==> src/rtl/stack_engine_pkg.sv <==
`default_nettype none
// ============================================================================
// Module      : stack_engine_pkg
// Description : Shared op codes, FSM state encodings and stack bound defaults
//               for the stack engine and its bounds checker.
// Revision    : 1.0 - initial release
// ============================================================================
package stack_engine_pkg;

  typedef logic [1:0] op_code_t;

  localparam op_code_t OP_PUSH16 = 2'd0;
  localparam op_code_t OP_POP16  = 2'd1;
  localparam op_code_t OP_PUSH32 = 2'd2;
  localparam op_code_t OP_POP32  = 2'd3;

  localparam logic [2:0] S_IDLE    = 3'd0;
  localparam logic [2:0] S_WR_HI   = 3'd1;
  localparam logic [2:0] S_WR_LO   = 3'd2;
  localparam logic [2:0] S_RD_LO   = 3'd3;
  localparam logic [2:0] S_RD_HI   = 3'd4;
  localparam logic [2:0] S_RD_WAIT = 3'd5;
  localparam logic [2:0] S_DONE    = 3'd6;

  localparam int STACK_TOP_DEFAULT  = 2047;
  localparam int STACK_BASE_DEFAULT = 1024;

endpackage : stack_engine_pkg
`default_nettype wire

==> src/rtl/stack_engine_bounds_check.sv <==
`default_nettype none
// ============================================================================
// Module      : stack_engine_bounds_check
// Description : Combinational overflow/underflow check of a stack operation
//               against the current SP. Shared with the hazard unit.
// Revision    : 1.0 - initial release
// ============================================================================
module stack_engine_bounds_check
  import stack_engine_pkg::*;
#(
  parameter int STACK_TOP  = STACK_TOP_DEFAULT,
  parameter int STACK_BASE = STACK_BASE_DEFAULT
) (
  input  logic [1:0]  op_code_i,
  input  logic [31:0] sp_i,
  output logic        err_o
);

  // Pops compare in 33 bits so sp+1/sp+2 can never wrap to a small value.
  logic [32:0] w_sp_ext;
  assign w_sp_ext = {1'b0, sp_i};

  // Pushes must stay at or above STACK_BASE, pops may not read above STACK_TOP.
  always_comb begin
    err_o = 1'b0;
    case (op_code_i)
      OP_PUSH16: err_o = (sp_i < 32'(STACK_BASE));
      OP_PUSH32: err_o = (sp_i < 32'(STACK_BASE + 1));
      OP_POP16:  err_o = ((w_sp_ext + 33'd1) > 33'(STACK_TOP));
      OP_POP32:  err_o = ((w_sp_ext + 33'd2) > 33'(STACK_TOP));
      default:   err_o = 1'b0;
    endcase
  end

endmodule : stack_engine_bounds_check
`default_nettype wire

==> src/rtl/stack_engine.sv <==
`default_nettype none
// ============================================================================
// Module      : stack_engine
// Description : Moore FSM sequencing PUSH/POP, CALL/RET and INT/RTI traffic
//               between the SP register and the 16-bit data memory.
// Revision    : 1.0 - initial release
// ============================================================================
module stack_engine
  import stack_engine_pkg::*;
#(
  parameter int ADDR_W     = 11,
  parameter int STACK_TOP  = STACK_TOP_DEFAULT,
  parameter int STACK_BASE = STACK_BASE_DEFAULT
) (
  input  logic              clk,
  input  logic              reset,
  input  logic              op_valid,
  input  logic [1:0]        op_code,
  input  logic [31:0]       op_data,
  output logic              op_ready,
  output logic              done,
  output logic              err,
  output logic [31:0]       result_data,
  output logic              stall,
  input  logic [31:0]       sp_read_data,
  output logic [31:0]       sp_write_data,
  output logic              sp_write_enable,
  output logic [ADDR_W-1:0] mem_addr,
  output logic [15:0]       mem_wdata,
  output logic              mem_write,
  output logic              mem_read,
  input  logic [15:0]       mem_rdata
);

  localparam logic [ADDR_W-1:0] C_A1 = ADDR_W'(1);
  localparam logic [ADDR_W-1:0] C_A2 = ADDR_W'(2);

  logic [2:0]  state_q, state_d;
  op_code_t    code_q;
  logic [31:0] data_q;
  logic [31:0] sp_q;
  logic [31:0] result_q;
  logic        err_q;
  logic        w_accept;
  logic        w_bounds_err;

  assign w_accept = op_valid && (state_q == S_IDLE);

  // The SP sampled at accept is the one latched, so checking it directly is
  // equivalent to checking the latched copy.
  stack_engine_bounds_check #(
    .STACK_TOP  (STACK_TOP),
    .STACK_BASE (STACK_BASE)
  ) u_bounds (
    .op_code_i (op_code),
    .sp_i      (sp_read_data),
    .err_o     (w_bounds_err)
  );

  // State register, request latches and popped-data capture.
  always_ff @(posedge clk) begin
    if (!reset) begin
      state_q  <= S_IDLE;
      code_q   <= OP_PUSH16;
      data_q   <= '0;
      sp_q     <= '0;
      result_q <= '0;
      err_q    <= 1'b0;
    end else begin
      state_q <= state_d;
      if (w_accept) begin
        code_q   <= op_code;
        data_q   <= op_data;
        sp_q     <= sp_read_data;
        err_q    <= w_bounds_err;
        result_q <= '0;
      end
      if (state_q == S_RD_HI) begin
        result_q[15:0] <= mem_rdata;
      end
      if (state_q == S_RD_WAIT) begin
        if (code_q == OP_POP16) begin
          result_q <= {16'd0, mem_rdata};
        end else begin
          result_q[31:16] <= mem_rdata;
        end
      end
    end
  end

  // Next-state sequencing; an out-of-bounds request skips straight to DONE.
  always_comb begin
    state_d = state_q;
    case (state_q)
      S_IDLE: begin
        if (w_accept) begin
          if (w_bounds_err)            state_d = S_DONE;
          else if (op_code == OP_PUSH16) state_d = S_WR_LO;
          else if (op_code == OP_PUSH32) state_d = S_WR_HI;
          else                           state_d = S_RD_LO;
        end
      end
      S_WR_HI:   state_d = S_WR_LO;
      S_WR_LO:   state_d = S_DONE;
      S_RD_LO:   state_d = (code_q == OP_POP32) ? S_RD_HI : S_RD_WAIT;
      S_RD_HI:   state_d = S_RD_WAIT;
      S_RD_WAIT: state_d = S_DONE;
      S_DONE:    state_d = S_IDLE;
      default:   state_d = S_IDLE;
    endcase
  end

  // Moore output decode from state and latched request.
  always_comb begin
    op_ready        = (state_q == S_IDLE);
    stall           = (state_q != S_IDLE);
    done            = (state_q == S_DONE);
    err             = (state_q == S_DONE) && err_q;
    sp_write_enable = (state_q == S_DONE) && !err_q;
    result_data     = (state_q == S_DONE) ? result_q : 32'd0;
    sp_write_data   = 32'd0;
    mem_addr        = '0;
    mem_wdata       = 16'd0;
    mem_write       = 1'b0;
    mem_read        = 1'b0;
    case (state_q)
      S_WR_HI: begin
        mem_write = 1'b1;
        mem_addr  = sp_q[ADDR_W-1:0];
        mem_wdata = data_q[31:16];
      end
      S_WR_LO: begin
        mem_write = 1'b1;
        mem_addr  = (code_q == OP_PUSH32) ? (sp_q[ADDR_W-1:0] - C_A1) : sp_q[ADDR_W-1:0];
        mem_wdata = data_q[15:0];
      end
      S_RD_LO: begin
        mem_read = 1'b1;
        mem_addr = sp_q[ADDR_W-1:0] + C_A1;
      end
      S_RD_HI: begin
        mem_read = 1'b1;
        mem_addr = sp_q[ADDR_W-1:0] + C_A2;
      end
      S_DONE: begin
        if (!err_q) begin
          case (code_q)
            OP_PUSH16: sp_write_data = sp_q - 32'd1;
            OP_PUSH32: sp_write_data = sp_q - 32'd2;
            OP_POP16:  sp_write_data = sp_q + 32'd1;
            default:   sp_write_data = sp_q + 32'd2;
          endcase
        end
      end
      default: ;
    endcase
  end

endmodule : stack_engine
`default_nettype wire

==> config.mk <==
export PLATFORM = sky130hd
export DESIGN_NAME = stack_engine
export DESIGN_NICKNAME = d
export VERILOG_FILES = /design/src/rtl/stack_engine_pkg.sv /design/src/rtl/stack_engine_bounds_check.sv /design/src/rtl/stack_engine.sv
export SDC_FILE = /design/constraint.sdc
export NUM_CORES = 1
export LEC_CHECK = 0
export BUFFER_PORTS_ARGS = -buffer_cell sky130_fd_sc_hd__clkbuf_2
export CORE_MARGIN = 5
export CORE_UTILIZATION = 58
export DETAILED_ROUTE_END_ITERATION = 7
export GPL_ROUTABILITY_DRIVEN = 0
export PLACE_DENSITY = 0.86
export REMOVE_ABC_BUFFERS = 1
export SLEW_MARGIN = 20
export SYNTH_ARGS = -nofsm -noshare
export SYNTH_HDL_FRONTEND = slang
export SYNTH_SLANG_ARGS = --single-unit
==> constraint.sdc <==
create_clock -name clk -period 4.65 [get_ports clk]
set_input_delay 1.1625 -clock clk [delete_from_list [all_inputs] [get_ports clk]]
set_output_delay 1.1625 -clock clk [all_outputs]
set_load 0.02 [all_outputs]
After elaboration in Yosys (flattened, before gate mapping):

Cells that the tools add are included.

* $add $sub $neg: 9
* multipliers: 0
* div/mod/pow operators: 0
* magnitude comparators: 4
* equality and inequality tests: 13
* shift operators: 0
* muxes and demuxes: 21
* bitwise logic cells: 0
* reductions and logical operators: 12

Operator list (count)
* $mux 32: 5
* $pmux 32 s3: 1
* $gt 33x11->1 const B: 2
* $lt 32x11->1 const B: 2
* $mux 16: 3
* $pmux 11 s4: 1
* $add 32x1->33 const B: 1
* $add 32x2->33 const B: 1
* $add 32x1->32 const B: 1
* $add 32x2->32 const B: 1
* $pmux 16 s2: 1
* $sub 32x1->32 const B: 1
* $sub 32x2->32 const B: 1
* $pmux 3 s5: 1
* $add 11x1->11 const B: 1
* $add 11x2->11 const B: 1
* $mux 11: 1
* $sub 11x1->11 const B: 1
* $eq 3x3->1 const B: 3
* $eq 2x2->1 const B: 4
* $eq 3x2->1 const B: 2
* $mux 3: 2
* $reduce_or 2->1: 3
* $eq 2x1->1 const B: 2
* other kinds (11): 17

* register bits after elaboration: 102
* bits in latches: 0
* memory bits (writable): 0
* memory bits (read-only): 0
* input bits: 85
* output and inout port bits: 98
* logic and storage cells: 66
* memories: 0

Depth between registers and ports, before layout:

Gate-level depths: netlist (run 1).

* word-level depth: 6
* gate-level depth with buffers: 13
* depth with buffers taken out: 12

Cells and area by module:

From an unflattened synthesis (run 1), not the netlist that was laid out.

* cells, all modules: 1413
* area, all modules: 10007.1 µm²

By module, submodules not included
* stack_engine: times used 1, cells an instance 1190, area each 8555.7 µm², sequential area each 2042.0 µm²
* stack_engine_bounds_check: times used 1, cells an instance 223, area each 1451.4 µm², sequential area each 0.0 µm²

Worst setup path before layout (run 1):

Ideal clock, no wire load.

* kind: reg2out
* from: register code_q[1]
* to: output port sp_write_data[24]
* arrival time: 3453 ps
* required time: 3488 ps
* path slack: 34 ps
* stages on the path, launching flop included: 13
* buffers on the path: 1
* cells stage by stage: dfxtp_1 -> nor2b_1 -> buf_2 -> ha_1 -> a21o_1 -> o21bai_1 -> o211ai_1 -> a211oi_1 -> o41ai_2 -> nor2_1 -> a211oi_1 -> xor2_1 -> a211oi_1

* cells in the longest elaborated chain, start to end: 4
* elaborated cells between the ends (all ways): 6
* classes of those cells: eq/ne (2); mux (3); reduce/logical (1)

Ends and longest elaborated chain
* start: declaration: RTL line stack_engine.sv:39 `op_code_t code_q;`
* start signal: assignment: RTL line stack_engine.sv:72 `code_q <= op_code;`
* $eq 2x1->1, or another cell as far along: RTL line stack_engine.sv:147 `case (code_q)`
* $pmux 32 s3 *: RTL line stack_engine.sv:147
* $mux 32 *: RTL line stack_engine.sv:146 `if (!err_q) begin`
* $mux 32 *: RTL line stack_engine.sv:126 `case (state_q)`
* end: declaration: RTL line stack_engine.sv:26 `output logic [31:0] sp_write_data,`

Every way passes the cells marked *; elsewhere a longest branch is shown, timed or not.

Worst setup path after layout (run 1):

* from: register code_q[1]
* to: output port sp_write_data[31]

The elaborated chain is that of the path after synthesis.

==> flow_metrics.tcl, run 1 <==
set metrics [dict create \
    ff_latch_area_um2 2050 \
    core-area_um2 16500 \
    cts_root_buffer "clkbuf_16" \
    synthDistinctLibCells 79 \
    cp_max_fo 6 \
    dp.cells 1660 \
    fillers 1350 \
    wl_per_cell_um 18.8 \
    run_status "finished with violations" \
    final_cells 1693 \
    worstSetupPathType "register to output port" \
    routed_wl_um 31800 \
    antenna_found_initial 0 \
    max_clock_freq_mhz 214 \
    skew_ps 8.64 \
    clock_latency_ps 360 \
    overflow 0 \
    synth_cells 1324 \
    cts_buffer_depth 2 \
    drc 0 \
    worstPathArrival_ps 3520 \
    synth_area_per_cell_um2 7.28 \
    multiInputGateArea_um2 7480 \
    cts_tree "built" \
    grt_pass1_wl_um 48200 \
    rsz0062_at_grt "true" \
    portBuffers 182 \
    worstMarginPinSlew_ps 964 \
    dpl.hpwl_um 21700 \
    viasPerCell 6.47 \
    ys_top_cells_by_area "dfxtp_1 (21%), ha_1 (9.1%), nand2_1 (8.1%)" \
    dieArea_um2 19300 \
    ys_warn_count 0 \
    worst_hold_path.endpoint "data_q[26]" \
    rr_startpoint "state_q[1]" \
    cp-end-kind "output port" \
    clkTransAtPathRegs_ps 70 \
    violations "negative setup slack" \
    area_growth_pct 19.7 \
    dr_total_vias 11000 \
    postSynth.asyncResetShare_pct 0 \
    start_kind "register" \
    maxCapViolCount 0 \
    htreeDepth 3 \
    p_leak_nw 5.04 \
    synth_ff_type "dfxtp_1" \
    synth_top_area_cell "dfxtp_1" \
    die_x_um 139 \
    yosysSeqAreaShare_pct 21.2 \
    slew_headroom_pct 35.7 \
    synth-edff-count 0 \
    drtIter0Drc 1719 \
    p_per_area_nw_per_um2 380 \
    rr_endpoint "result_q[2]" \
    required_ps 3490 \
    cts_made_buffers 9 \
    hp-class "register to register" \
    hold_depth 2 \
    start_util_pct 58.5 \
    first_pass_iters 7 \
    holdWs_ps 463 \
    grt_max_degree 69 \
    holdCritStartpoint "data_q[26]" \
    pin_count 183 \
    peakVddDrop_v 0.000207 \
    rrSetupSlack_ps 1520 \
    netlist.area_leader.share_pct 21.2 \
    rows 47 \
    layout_commonest_cell "nand2_1" \
    setup_viol 2 \
    ant_nets 0 \
    fin_ws_ps -29.6 \
    grt_pass1_vias 9908 \
    pre_cts_ws_ps -89.4 \
    min_period_ps 4680 \
    grt_usage_pct 29.0 \
    ys_ff_latch 102 \
    hold_violations 0 \
    drive_gt1_share_pct 21.8 \
    num-nets-final 1624 \
    mostFrequentLayoutCells "nand2_1 (206), clkbuf_2 (177), dfxtp_1 (100), nor2_1 (81), a21oi_1 (81)" \
    report.final.slew_viol_count 0 \
    syn_area_um2 9640 \
    die_y_um 139 \
    reg2reg_depth 7 \
    post-route-period-util_pct 101 \
    cts.sinks 102 \
]
-- worst max-delay path by stage --
stage / start / endpoint / slack (ps) / depth (start not counted)
3_5_place_dp: code_q[1] / sp_write_data[24] / -90 / 13
3_3_place_gp: code_q[1] / sp_write_data[30] / 30 / 13
5_1_grt: code_q[0] / sp_write_data[29] / -140 / 15
4_1_cts: code_q[0] / sp_write_data[30] / -30 / 14
2_1_floorplan: code_q[1] / sp_write_data[24] / -1810 / 11
6_report: code_q[1] / sp_write_data[31] / -30 / 13
-- synthesized netlist by cell type (36+ instances only) --
| cell | n |
|---|---|
| a21boi_0 | 67 |
| a22oi_1 | 36 |
| clkbuf_1 | 76 |
| xnor2_1 | 37 |
| o21ai_0 | 43 |
| nand2_1 | 208 |
| nand3_1 | 40 |
| ha_1 | 70 |
| a21oi_1 | 85 |
| and3_1 | 44 |
| dfxtp_1 | 102 |
| nor2_1 | 83 |
| nor2b_1 | 39 |
-- where the power goes --
group / total [mW] / leakage [nW] / switching, mW / internal, mW
Clock: 0.788 / 0.150 / 0.358 / 0.430
Sequential: 1.09 / 0.833 / 0.115 / 0.975
Combinational: 2.51 / 4.06 / 1.55 / 0.961
-- cells by family (layout without fill, tap and decap cells) --
| logic type | after synthesis | count (layout) | synth area share (%) |
|---|---|---|---|
| xor gates and xnor gates | 69 | 69 | 6.27 |
| muxes | 9 | 9 | 0.948 |
| adders and majority gates | 72 | 72 | 9.51 |
| and+or+nand+nor | 542 | 543 | 27.8 |
| buffers and inverters | 128 | 275 | 5.18 |
| AOI/OAI and AO/OA | 402 | 402 | 29.1 |
| DFF | 102 | 102 | 21.2 |
| other | 0 | 1 | 0 |
-- what timing repair did --
item	CTS	global route
buffers inserted	3	11
cloned	0	2
pin swaps	1	15
hold buffers	0	0
resized for setup	12	82
setup endpoints to repair	10	15
-- critical path, cell delays in order (launching register included) --
cell       delay, ps
dfxtp_2          370
nor2b_4          310
clkbuf_16        210
ha_2             300
a21oi_1          230
nor3b_1           90
a211o_1          320
a221o_1          440
a21oi_2          250
nor3_1            90
o21ai_1          180
xnor2_1           90
nor2_1            90
clkbuf_2         170
-- area by class of cell --
class / count / area share, %
Sequential cell: 102 / 17.7
Multi-Input combinational cell: 1095 / 64.8
Antenna cell: 1 / 0.0217
Clock inverter: 7 / 0.770
Inverter: 33 / 1.07
Timing Repair Buffer: 226 / 11.2
Clock buffer: 9 / 1.95
Tap cell: 220 / 2.39
-- through the flow --
step	cell area [um^2]	utilization (%)	power (mW)	setup TNS, ps
5_1_grt	11500	70.0	4.63	-877
3_5_place_dp	10700	64.8	3.24	-169
4_1_cts	11100	67.2	4.07	-38.3
3_3_place_gp	10700	64.8	3.20	0
6_report	11500	70.1	4.38	-32.4
2_1_floorplan	9260	-	2.61	-38880
-- per-layer routing --
layer | vias up | GRT usage (%) | wire length (um)
met3 | 147 | 6.28 | 3470
met1 | 5011 | 37.7 | 12500
met4 | 0 | 10.8 | 1260
met5 | - | 0 | 0
met2 | 678 | 47.5 | 14500
li1 | 5118 | - | -
-- registers in the layout, summed over array words and instances, names as in the netlist --
register  flops
sp_q         32
data_q       32
err_q         1
state_q       3
result_q     32
code_q        2
No activity file was read; power rests on OpenSTA's default activity.
==> run 2, diff against run 1 <==
--- a/config.mk
+++ b/config.mk
@@ -10,6 +10,7 @@
 export CORE_UTILIZATION = 58
 export DETAILED_ROUTE_END_ITERATION = 7
 export GPL_ROUTABILITY_DRIVEN = 0
+export MAX_ROUTING_LAYER = met4
 export PLACE_DENSITY = 0.86
 export REMOVE_ABC_BUFFERS = 1
 export SLEW_MARGIN = 20
==> run 2 against run 1 <==
  * The flow finishes with violations (design-rule violations)
  * Combinational power hardly changed
  * Power decreased by 0.19%
  * Clock-buffer cell count is the same
  * Sequential power about the same
==> flow_metrics.tcl, run 2 (synthesis gave the netlist of run 1 again) <==
set metrics [dict create \
    slew_headroom_pct 34.3 \
    dp.cells 1660 \
    cts_root_buffer "clkbuf_16" \
    reg_top3 "data_q x32, result_q x32, sp_q x32" \
    worstMarginPinSlew_ps 985 \
    antenna_found_initial 0 \
    grt_pass1_vias 9912 \
    htreeDepth 3 \
    setup_viol 0 \
    worst_hold_path.endpoint "data_q[29]" \
    wl_per_cell_um 18.8 \
    rrSetupSlack_ps 1480 \
    reg2reg_depth 7 \
    start_kind "register" \
    drc 1 \
    hold_depth 2 \
    final_cells 1693 \
    required_ps 3490 \
    holdWs_ps 463 \
    routed_wl_um 31800 \
    fin_tns_setup_ps 0 \
    rows 47 \
    cts_made_buffers 9 \
    min_period_ps 4630 \
    clock_latency_ps 360 \
    violations "design-rule violations" \
    run_status "finished with violations" \
    cp-end-kind "output port" \
    report.final.slew_viol_count 0 \
    final_core_util_pct 69.8 \
    hp-class "register to register" \
    holdCritStartpoint "data_q[29]" \
    layout_commonest_cell "nand2_1" \
    p_leak_nw 5.06 \
    overflow 0 \
    first_pass_iters 8 \
    ant_nets 0 \
    cp_max_fo 5 \
    power_mw 4.38 \
    clkTransAtPathRegs_ps 70 \
    fin_ws_ps 21.2 \
    grt_pass1_wl_um 48100 \
    p_per_area_nw_per_um2 381 \
    start_util_pct 58.5 \
    maxCapViolCount 0 \
    post-route-period-util_pct 99.5 \
    max_clock_freq_mhz 216 \
    portBuffers 182 \
    grt_max_degree 69 \
    mostFrequentLayoutCells "nand2_1 (206), clkbuf_2 (178), dfxtp_1 (100), a21oi_1 (82), nor2_1 (81)" \
    peakVddDrop_v 0.000207 \
    die_x_um 139 \
    rr_endpoint "result_q[2]" \
    pre_cts_ws_ps -89.4 \
    num-nets-final 1624 \
    area_growth_pct 19.2 \
    pin_count 183 \
    postCtsHoldBufs 0 \
    worstPathArrival_ps 3470 \
    drtIter0Drc 1648 \
    skew_ps 9.96 \
    rr_startpoint "state_q[1]" \
    cts_buffer_depth 2 \
    hold_violations 0 \
    placed_cell_area_um2 10700 \
    core-area_um2 16500 \
    viasPerCell 6.52 \
    final_area_um2 11500 \
    dieArea_um2 19300 \
    cts.sinks 102 \
    dpl.hpwl_um 21700 \
    die_y_um 139 \
    grt_usage_pct 29.9 \
    drive_gt1_share_pct 21.1 \
    dr_total_vias 11000 \
    worstSetupPathType "register to output port" \
    rsz0062_at_grt "true" \
    cts_tree "built" \
]
run 2: cell types whose count changed in the layout (fill, tap and decap cells not counted), sizes merged:
cell and delta:
buf -1, clkbuf +1
run 2: worst max path at each step:
| stage | from | to | slack, ps | cells after the start |
|---|---|---|---|---|
| floorplan | code_q[1] | sp_write_data[24] | -1810 | 11 |
| global placement | code_q[1] | sp_write_data[30] | 30 | 13 |
| detailed placement | code_q[1] | sp_write_data[24] | -90 | 13 |
| CTS | code_q[0] | sp_write_data[30] | -30 | 14 |
| global route | code_q[0] | sp_write_data[30] | -110 | 15 |
| finish | code_q[1] | sp_write_data[31] | 20 | 13 |
run 2: critical path: stages, from the launching register on:
cell      delay [ps]
dfxtp_4          370
nor2b_4          230
buf_4            160
ha_4             210
a21o_1           230
a221o_1          420
o221a_2          250
a221o_1          370
a21oi_2          250
nor3_1            90
o21ai_1          170
xnor2_1           90
nor2_1            90
clkbuf_2         170
run 2: final cells by class:
class,instances,area [um^2]
multi-input cells,1095,7430
well taps,220,275
flip-flops and latches,102,2050
clock inverters,7,88.8
diodes,1,2.50
fillers,1361,4980
repair buffers,226,1290
clock buffers,9,225
inverters,33,124
run 2: per-layer routing:
| layer | vias up | track usage, % | part of all wire (%) |
|---|---|---|---|
| met1 | 5052 | 38.3 | 40 |
| li1 | 5114 | - | - |
| met2 | 726 | 47.4 | 46 |
| met5 | - | - | 0 |
| met3 | 153 | 5.31 | 11 |
| met4 | 0 | 10.8 | 4.0 |
run 2: timing repair:
item / CTS / global route
pin swaps: 1 / 16
resized for setup: 12 / 70
hold endpoints to repair: 0 / 0
buffers inserted: 3 / 11
setup endpoints to repair: 10 / 15
cloned: 0 / 2
run 2: power by group:
group,switching [mW],internal (mW)
Combinational,1.55,0.953
Clock,0.359,0.430
Sequential,0.112,0.975
==> run 3, diff against run 2 <==
--- a/config.mk
+++ b/config.mk
@@ -6,12 +6,13 @@
 export NUM_CORES = 1
 export LEC_CHECK = 0
 export BUFFER_PORTS_ARGS = -buffer_cell sky130_fd_sc_hd__clkbuf_2
-export CORE_MARGIN = 5
+export CORE_MARGIN = 2
 export CORE_UTILIZATION = 58
 export DETAILED_ROUTE_END_ITERATION = 7
 export GPL_ROUTABILITY_DRIVEN = 0
 export MAX_ROUTING_LAYER = met4
 export PLACE_DENSITY = 0.86
+export RECOVER_POWER = 100
 export REMOVE_ABC_BUFFERS = 1
 export SLEW_MARGIN = 20
 export SYNTH_ARGS = -nofsm -noshare
==> run 3 against run 2 <==
  * The flow finishes with violations (max-capacitance violations, negative setup slack)
  * Clock-buffer cell count is the same
  * Global-route usage grew 3.0 points
  * Hold slack gained 1.2 ps
  * First-iteration DRC count shrank 19%
  * Maximum frequency shrank 4.6%
  * Clock power shrank 1%
  * Core utilization grew 0.32 points
  * Critical path type unchanged
  * Power shrank 0.35%
  * Register-to-register slack lost 550 ps
  * Flip-flop and latch count is the same
  * Cell area is essentially flat
  * Cell count shrank 0.18%
==> flow_metrics.tcl, run 3 (synthesis gave the netlist of run 1 again) <==
set metrics [dict create \
    p_leak_nw 5.02 \
    die_y_um 133 \
    crit_buf_inv 4 \
    reg_top3 "data_q x32, result_q x32, sp_q x32" \
    viasPerCell 6.52 \
    fillers 1284 \
    num-nets-final 1622 \
    core-area_um2 16400 \
    hold_violations 0 \
    first_pass_iters 7 \
    overflow 0 \
    routed_wl_um 30800 \
    max_clock_freq_mhz 206 \
    critical_path.max_stage_delay_ps 390 \
    grt_pass1_wl_um 47100 \
    skew_ps 8.88 \
    pre_cts_ws_ps -33.6 \
    rows 47 \
    maxCapViolCount 1 \
    peakVddDrop_v 0.000227 \
    cts_tree "built" \
    slew_headroom_pct 0.0892 \
    start_util_pct 58.7 \
    multiInputGateArea_um2 7460 \
    clkTransAtPathRegs_ps 80 \
    violations "max-capacitance violations, negative setup slack" \
    mostFrequentLayoutCells "nand2_1 (206), clkbuf_2 (173), dfxtp_1 (99), nor2_1 (83), a21oi_1 (83)" \
    die_x_um 133 \
    dr_total_vias 11000 \
    worstMarginPinSlew_ps 1500 \
    worstSetupPathType "register to output port" \
    post-route-period-util_pct 104 \
    cts_buffer_depth 2 \
    setup_viol 7 \
    cts_root_buffer "clkbuf_16" \
    cp_top_family "compound AO/OA/AOI/OAI gates" \
    hp-class "register to register" \
    clock_latency_ps 360 \
    htreeDepth 3 \
    grt_max_degree 68 \
    area_growth_pct 19.3 \
    fin_tns_setup_ps -652 \
    pin_count 183 \
    report.final.slew_viol_count 0 \
    dieArea_um2 17700 \
    min_period_ps 4850 \
    insertedDiodeCount 0 \
    drive_gt1_share_pct 20.6 \
    crit_chain "buf_4 > nand2b_2 > buf_4 > ha_1 > a21o_1 > and3_1 > o2111ai_1 > nand3b_1 > buf_4 > a211oi_2 > xor2_1 > nor2_1 > a21oi_1 > nor2_1 > buf_4" \
    start_kind "register" \
    layout_commonest_cell "nand2_1" \
    dpl.hpwl_um 21000 \
    grt_usage_pct 32.9 \
    antenna_found_initial 0 \
    required_ps 3490 \
    cp_max_fo 8 \
    drc 0 \
    worstPathArrival_ps 3690 \
    rsz0062_at_grt "true" \
    cts_made_buffers 9 \
    grt_pass1_vias 9710 \
    cts.sinks 102 \
    fin_ws_ps -202 \
    run_status "finished with violations" \
    wl_per_cell_um 18.2 \
    cp-end-kind "output port" \
    ant_nets 0 \
    drtIter0Drc 1334 \
    critPathSlowestCell "dfxtp_4" \
    ff_latch_area_um2 2050 \
    cpMostUsedCell "buf_4" \
    portBuffers 182 \
    p_per_area_nw_per_um2 379 \
]
==> run 3: cell types whose count changed in the layout (fill, tap and decap cells not counted), sizes merged <==
cell      previous run  this run
buf                 47        44
bufinv               1         0
clkbuf             188       189
clkinv               2         6
clkinvlp             1         0
diode                1         0
inv                 36        34
==> run 3: worst paths after layout <==
kind / startpoint / slack (ps) / to / depth (start not counted)
min: data_q[24] / 460 / data_q[24] / 2
max: code_q[0] / -200 / sp_write_data[27] / 15
min reg2reg: data_q[24] / 460 / data_q[24] / 2
max reg2reg: state_q[1] / 930 / result_q[7] / 7
==> run 3: where the power goes <==
part           leakage (nW)  switching, mW  internal, mW
clock                 0.154          0.391         0.390
combinational          4.03           1.54         0.959
sequential            0.834          0.107         0.975
==> run 3: cell type report <==
class                   instances  area share (%)
clock buffers                   9            1.96
clock inverters                 7           0.860
inverters                      33            1.08
multi-input cells            1095            64.9
flip-flops and latches        102            17.8
well taps                     220            2.39
repair buffers                224            11.0
==> run 3: stage by stage <==
stage          std cells  hold slack (ps)  util [%]  power, mW  cell area, um^2
6_report            1690              464      70.1       4.36            11500
3_5_place_dp        1658              457      65.1       3.25            10700
2_1_floorplan       1229              439         -       2.61             9260
3_3_place_gp        1658              449      65.0       3.20            10700
5_1_grt             1690              491      70.1       4.62            11500
4_1_cts             1679              467      68.0       4.11            11200
==> run 3: worst reg2reg max path, cell delays in order, from the launching register on <==
cell and delay [ps]:
dfxtp_1 310, buf_4 230, clkbuf_1 1120, nor3_1 390, and2_2 340, nor2_1 870
a22oi_1 220, nor2b_1 180
==> run 3: per-layer routing <==
| metal | vias up | share of wire (%) | GRT usage, % | routed length (um) |
|---|---|---|---|---|
| li1 | 5120 | - | - | - |
| met1 | 5031 | 40 | 42.0 | 12300 |
| met2 | 719 | 46 | 52.4 | 14100 |
| met3 | 148 | 9.6 | 5.06 | 2950 |
| met4 | 0 | 4.9 | 13.0 | 1510 |
| met5 | - | 0 | - | 0 |
==> run 3: repair_timing <==
action,in CTS,in global routing
buffers inserted,4,10
hold buffers,0,0
gates resized for setup,25,56
pin swaps,6,18
gates cloned,1,1
endpoints found under the setup margin,11,12
